[src/rtl/sync_fifo_pkg.sv]
// Shared types and constants for the synchronous FIFO and its read-side adapter.
package sync_fifo_pkg;

  localparam int unsigned DATA_WIDTH = 8;
  localparam int unsigned CNT_WIDTH  = 16;
  localparam int unsigned SKID_DEPTH = 2;
  localparam int unsigned SKID_CNT_W = $clog2(SKID_DEPTH + 1);

  typedef logic [DATA_WIDTH-1:0] fifo_word_t;

endpackage

[src/rtl/sync_fifo_reader_if.sv]
// FIFO read port plus valid/ready output stream seen by sync_fifo_reader.
interface sync_fifo_reader_if #(
  parameter int unsigned DATA_WIDTH = sync_fifo_pkg::DATA_WIDTH
);

  logic                  fifo_empty;
  logic [DATA_WIDTH-1:0] fifo_data;
  logic                  fifo_r_en;
  logic                  m_valid;
  logic                  m_ready;
  logic [DATA_WIDTH-1:0] m_data;

  // Reader side: issues FIFO reads and sources the output stream.
  modport master (
    input  fifo_empty,
    input  fifo_data,
    output fifo_r_en,
    output m_valid,
    input  m_ready,
    output m_data
  );

  // Environment side: the FIFO read port and the downstream consumer.
  modport slave (
    output fifo_empty,
    output fifo_data,
    input  fifo_r_en,
    input  m_valid,
    output m_ready,
    input  m_data
  );

endinterface

[src/rtl/skid_buf2.sv]
// Two-entry ordered buffer: pop shifts tail into head, push fills the first free slot.
module skid_buf2
  import sync_fifo_pkg::*;
#(
  parameter int unsigned WIDTH = 8
) (
  input  logic                  clk,
  input  logic                  rst_n,
  input  logic                  flush_i,
  input  logic                  push_i,
  input  logic [WIDTH-1:0]      data_i,
  input  logic                  pop_i,
  output logic [SKID_CNT_W-1:0] cnt_o,
  output logic [WIDTH-1:0]      head_o,
  output logic [WIDTH-1:0]      tail_o
);

  logic [SKID_CNT_W-1:0] cnt_q, cnt_d;
  logic [WIDTH-1:0]      head_q, head_d;
  logic [WIDTH-1:0]      tail_q, tail_d;

  // Next state: flush wins; otherwise pop first, then write into the freed slot.
  always_comb begin
    cnt_d  = cnt_q;
    head_d = head_q;
    tail_d = tail_q;
    if (flush_i) begin
      cnt_d = '0;
    end else begin
      if (pop_i && (cnt_q != '0)) begin
        head_d = tail_q;
        cnt_d  = cnt_q - SKID_CNT_W'(1);
      end
      if (push_i && (cnt_d < SKID_CNT_W'(SKID_DEPTH))) begin
        if (cnt_d == '0) begin
          head_d = data_i;
        end else begin
          tail_d = data_i;
        end
        cnt_d = cnt_d + SKID_CNT_W'(1);
      end
    end
  end

  // Buffer state registers.
  always_ff @(posedge clk or negedge rst_n) begin
    if (!rst_n) begin
      cnt_q  <= '0;
      head_q <= '0;
      tail_q <= '0;
    end else begin
      cnt_q  <= cnt_d;
      head_q <= head_d;
      tail_q <= tail_d;
    end
  end

  assign cnt_o  = cnt_q;
  assign head_o = head_q;
  assign tail_o = tail_q;

endmodule

[src/rtl/sync_fifo_reader.sv]
// Pops words from a registered-output FIFO and presents them as a valid/ready stream.
module sync_fifo_reader #(
  parameter int unsigned DATA_WIDTH = sync_fifo_pkg::DATA_WIDTH,
  parameter int unsigned CNT_WIDTH  = sync_fifo_pkg::CNT_WIDTH
) (
  input  logic                  clk,
  input  logic                  rst_n,
  input  logic                  flush,
  sync_fifo_reader_if.master    bus,
  output logic [CNT_WIDTH-1:0]  rd_count
);

  import sync_fifo_pkg::*;

  localparam int unsigned OCC_W = SKID_CNT_W + 1;

  logic                  inflight_q, inflight_d;
  logic                  discard_q, discard_d;
  logic [CNT_WIDTH-1:0]  rd_count_q, rd_count_d;
  logic [SKID_CNT_W-1:0] buf_cnt;
  logic [DATA_WIDTH-1:0] head;
  logic [DATA_WIDTH-1:0] tail;
  logic [OCC_W-1:0]      occ;
  logic                  out_fire;
  logic                  rd_accept;
  logic                  push;
  logic                  unused_tail;

  // Read issue, in-flight/discard tracking and delivered-word count.
  always_comb begin
    out_fire   = bus.m_valid && bus.m_ready;
    occ        = OCC_W'(buf_cnt) + OCC_W'(inflight_q) - OCC_W'(out_fire);
    rd_accept  = rst_n && !bus.fifo_empty && !flush && (occ < OCC_W'(SKID_DEPTH));
    push       = inflight_q && !discard_q;
    inflight_d = rd_accept;
    discard_d  = flush && (rd_accept || inflight_q);
    rd_count_d = rd_count_q;
    if (flush) begin
      rd_count_d = '0;
    end else if (out_fire) begin
      rd_count_d = rd_count_q + CNT_WIDTH'(1);
    end
  end

  // Control state registers.
  always_ff @(posedge clk or negedge rst_n) begin
    if (!rst_n) begin
      inflight_q <= 1'b0;
      discard_q  <= 1'b0;
      rd_count_q <= '0;
    end else begin
      inflight_q <= inflight_d;
      discard_q  <= discard_d;
      rd_count_q <= rd_count_d;
    end
  end

  skid_buf2 #(
    .WIDTH (DATA_WIDTH)
  ) u_skid (
    .clk     (clk),
    .rst_n   (rst_n),
    .flush_i (flush),
    .push_i  (push),
    .data_i  (bus.fifo_data),
    .pop_i   (out_fire),
    .cnt_o   (buf_cnt),
    .head_o  (head),
    .tail_o  (tail)
  );

  // The second entry is only ever observed through the head after a pop.
  assign unused_tail = ^tail;

  assign bus.fifo_r_en = rd_accept;
  assign bus.m_valid   = (buf_cnt != '0);
  assign bus.m_data    = head;
  assign rd_count      = rd_count_q;

endmodule

[src/flat_wrapper.sv]
// flat-port wrapper written by rule: the top's interface ports become plain ports
module sync_fifo_reader_flat import sync_fifo_pkg::*;
#(
  parameter int unsigned DATA_WIDTH = sync_fifo_pkg::DATA_WIDTH,
  parameter int unsigned CNT_WIDTH  = sync_fifo_pkg::CNT_WIDTH
)
  (clk, rst_n, flush, rd_count, bus_fifo_empty, bus_fifo_data, bus_fifo_r_en, bus_m_valid, bus_m_ready, bus_m_data);
  sync_fifo_reader_if #(.DATA_WIDTH(DATA_WIDTH)) bus_i ();
  input  logic clk;
  input  logic rst_n;
  input  logic flush;
  output logic [CNT_WIDTH-1:0] rd_count;
  input wire logic [$bits(bus_i.fifo_empty)-1:0] bus_fifo_empty;
  input wire logic [$bits(bus_i.fifo_data)-1:0] bus_fifo_data;
  output wire logic [$bits(bus_i.fifo_r_en)-1:0] bus_fifo_r_en;
  output wire logic [$bits(bus_i.m_valid)-1:0] bus_m_valid;
  input wire logic [$bits(bus_i.m_ready)-1:0] bus_m_ready;
  output wire logic [$bits(bus_i.m_data)-1:0] bus_m_data;
  assign bus_i.fifo_empty = bus_fifo_empty;
  assign bus_i.fifo_data = bus_fifo_data;
  assign bus_fifo_r_en = bus_i.fifo_r_en;
  assign bus_m_valid = bus_i.m_valid;
  assign bus_i.m_ready = bus_m_ready;
  assign bus_m_data = bus_i.m_data;
  sync_fifo_reader #(.DATA_WIDTH(DATA_WIDTH), .CNT_WIDTH(CNT_WIDTH)) u_core (.clk(clk), .rst_n(rst_n), .flush(flush), .bus(bus_i), .rd_count(rd_count));
endmodule
[config.mk]
export PLATFORM = sky130hd
export DESIGN_NAME = sync_fifo_reader_flat
export DESIGN_NICKNAME = d
export VERILOG_FILES = /design/src/rtl/sync_fifo_pkg.sv /design/src/rtl/sync_fifo_reader_if.sv /design/src/rtl/skid_buf2.sv /design/src/rtl/sync_fifo_reader.sv /design/src/flat_wrapper.sv
export SDC_FILE = /design/constraint.sdc
export NUM_CORES = 1
export LEC_CHECK = 0
export ABC_CLOCK_PERIOD_IN_PS = 3200
export CAP_MARGIN = 10
export CORE_UTILIZATION = 40
export CTS_BUF_LIST = sky130_fd_sc_hd__clkbuf_8 sky130_fd_sc_hd__clkbuf_16
export CTS_CLUSTER_SIZE = 24
export DETAILED_ROUTE_END_ITERATION = 8
export GPL_TIMING_DRIVEN = 0
export PLACE_DENSITY = 0.77
export REMOVE_ABC_BUFFERS = 1
export SETUP_SLACK_MARGIN = 0.3
export SLEW_MARGIN = 20
export SYNTH_ARGS = -nofsm -noshare
export SYNTH_HDL_FRONTEND = slang
export SYNTH_SLANG_ARGS = --single-unit
[constraint.sdc]
create_clock -name clk -period 3.2 [get_ports clk]
set_clock_uncertainty 0.15 [all_clocks]
set_input_delay 0.32 -clock clk [delete_from_list [all_inputs] [get_ports clk]]
set_output_delay 0.32 -clock clk [all_outputs]
set_load 0.01 [all_outputs]
==> results.md <==
* Hold Crit Class: in2async
* Post-Layout Cell Count at 258
* ANT nets after route at 0
* Initial Util at 41.89%
* Post-Synth XOR/XNOR Area at 6.199%
* Io pins at 39
* Total global-route track usage at 16.72%
* Largest net degree at the start of global routing at 32
* Main synth FF type: dfrtp_1
* Die ar. at 0.004867 mm^2
* Via/cell ratio at 5.167
* Area of the multi-input gates at 948.4 um^2
* Status: finished, final reports clean
* CTS tree: built
* Drt total wl at 3611 um
* PwrDens at 694.3 mW/mm^2
* Initial antenna violation count at 0
* RSZ-0062 raised after global routing: yes
* Filler cells at 391
* Area grow syn2layout at 35.08%
* Deepest clock path buffer count at 2
* Slew @ Worst Pin at 0.6928 ns
* CTS sink cnt at 36
* Row count at 24
* Synthesis Warnings at 0
* Pleak at 0.001105 uW
* Vias in the first global route at 1,381
* TritonCTS Buffers at 5
* # diodes at 0
* Mux share of post-synthesis cell area at 8.992%
* Netlist cell types at 40
* Mapped Area at 0.001837 mm^2
* Number of synthesized flops with an enable pin at 0
* Post-synthesis cell count at 154
* # DRC at 0
* Final hold violation count at 0
* Worst skew pair latency at 0.29 ns
* Core Util, Final at 56.59%
* Worst EP required at 2.73 ns
* Fraction of registers with async set/reset at 100.0%
* Setup violators final at 0
* Die width at 69.77 um
* Rel. slew slack at 53.82%
* Number of synthesized register bits at 36
* Fmax at 348.4 MHz
* WS Path Type: reg2out
* Clock root buffer: clkbuf_8
* Max_cap viols at 0
* Initial DRC Count at 52
* Post-synthesis adder-cell area fraction at 3.815%
* Slew Viols, Final at 0
* Mean routed wirelength per cell at 14.00 um
* CP max FO at 2
* Die Y at 69.77 um
* Post-synthesis simple-gate area fraction at 21.66%
* Main combinational cell family by area after synthesis: simple AND/OR/NAND/NOR gates
* Critical path launch point type: flop
* Clock period minus worst slack at 2.871 ns
* Compound-cell area share of the yosys netlist at 8.106%
* Placed Cells at 242
* Vias at 1,333
* Nets at 223
* GR Overflow Total at 0
* Synthesized area per cell at 11.93 um^2
* Post-synthesis sequential area ratio at 49.05%
* 1st-pass router iterations at 4
* CTS clock-pin slew for the worst setup and hold paths at 0.07 ns
* Storage element area at 902.1 um^2
* I/O Buffers at 38
* Worst Path Arrival at 2.40 ns
* GPL Wtd Cong at 0.7230
* Detail Placement HPWL at 2415 um
* First-pass GRT wire length at 6430 um
* CP endpoint kind: output port
* Core area at 0.004384 mm^2
* H-tree Lvls at 2
* Fraction of layout cells with a size suffix above 1 at 21.84%
* Peak supply drop at 0.3760 mV
* Period utilization at 89.70%
[path summary, 6_finish.rpt]
check / startpoint / endpoint / slack (ns) / cells past startpoint
min reg2reg: u_core.u_skid.tail_o[3] / u_core.u_skid.head_o[3] / 0.36 / 1
max reg2reg: u_core.u_skid.cnt_o[1] / u_core.u_skid.head_o[1] / 0.51 / 11
max: u_core.u_skid.cnt_o[1] / bus_fifo_r_en / 0.33 / 10
max in group asynchronous: rst_n / u_core.u_skid.cnt_o[1] / 2.22 / 3
min in group clk: flush / u_core.rd_count[2] / 0.36 / 2
min: rst_n / u_core.rd_count[12] / 0.25 / 2
[cell usage after synthesis, types with 2 or more instances]
library cell  instances  area, um^2
nor2_1               17       63.81
mux2_4                8       120.1
nand3_1               6       30.03
nor4_1                2       12.51
nor2b_1              10       62.56
xor2_1                4       35.03
nor3_1                3       15.01
nand4_1               2       12.51
a21oi_1               4       20.02
a221o_1               8       80.08
xnor2_1               9       78.83
ha_1                  4       50.05
inv_1                 4       15.01
and2b_1               3       22.52
dfrtp_1              36       900.9
nand2_1               7       26.28
mux2_1                4       45.04
[sequential cells by signal (all words and copies together) (netlist names)]
register              cells
u_core.rd_count          16
u_core.u_skid.head_o      8
u_core.u_skid.cnt_o       2
u_core.u_skid.tail_o      8
u_core.inflight_q         1
u_core.discard_q          1
[stage by stage]
step	TNS (ns)	setup WS (ns)	hold slack, ns	total power (uW)	area, um^2
3_3_place_gp	-0.4151	-0.4151	0.3359	1288	2270
5_1_grt	0	0.2054	0.2764	1838	2481
6_report	0	0.3295	0.2505	1723	2481
2_1_floorplan	0	0.3887	-0.1256	1068	1824
3_5_place_dp	-0.2831	-0.2831	0.02371	1305	2285
4_1_cts	0	0.2565	0.2374	1724	2469
[layer usage]
metal  track usage [%]  part of all wire, %
met1             21.06                   44
met2             27.78                   50
met3             4.651                  4.6
met4             5.333                 0.86
met5                 0                    0
[worst max-delay path, stage by stage (launching register included)]
cell,delay (ns)
dfrtp_2,0.43
inv_4,0.07
ha_4,0.12
nand2b_4,0.13
clkinv_4,0.06
ha_4,0.20
nand2b_4,0.13
fa_1,0.47
nand2_1,0.06
nor4_2,0.26
buf_2,0.19
[cells by family (layout without fill, tap and decap cells)]
| group | count (synthesis) | after routing |
|---|---|---|
| AND/OR/NAND/NOR | 63 | 63 |
| flip-flops | 36 | 36 |
| XOR/XNOR | 13 | 13 |
| adder cells (fa/ha/maj) | 5 | 5 |
| AO/OA/AOI/OAI | 16 | 16 |
| buffers and inverters | 9 | 61 |
| multiplexers | 12 | 12 |
[final cells by class]
| type | count | area share [%] |
|---|---|---|
| Clock buffer | 5 | 2.774 |
| Clock inverter | 3 | 0.7564 |
| Inverter | 6 | 1.210 |
| Multi-Input combinational cell | 109 | 38.22 |
| Sequential cell | 36 | 36.36 |
| Tap cell | 52 | 2.622 |
| Timing Repair Buffer | 47 | 18.05 |
[where the power goes]
part	switching (uW)	leakage [uW]	internal (uW)
clock network	165	0.0000479	151
logic	315	0.000571	443
registers	75.9	0.000486	572
[cells in the final DEF, fill, tap and decap left out, drive strengths merged, types with 2 or more instances in the layout]
cell	count
a21oi	4
a221o	8
and2b	3
buf	11
clkbuf	5
clkdlybuf4s50	35
clkinv	4
dfrtp	36
ha	4
inv	5
mux2	12
nand2	7
nand2b	2
nand3	6
nand4	3
nor2	17
nor2b	10
nor3	4
nor4	3
xnor2	9
xor2	4
[repair_timing]
action                                  in CTS  in global routing
hold buffers                                 1                  0
hold endpoints to repair                    36                  0
resized for setup                           13                  2
endpoints found under the setup margin       9                  4
pin swaps                                    2                  1
setup buffers                                6                  1
Note: power is estimated with default switching activity, not from simulation.
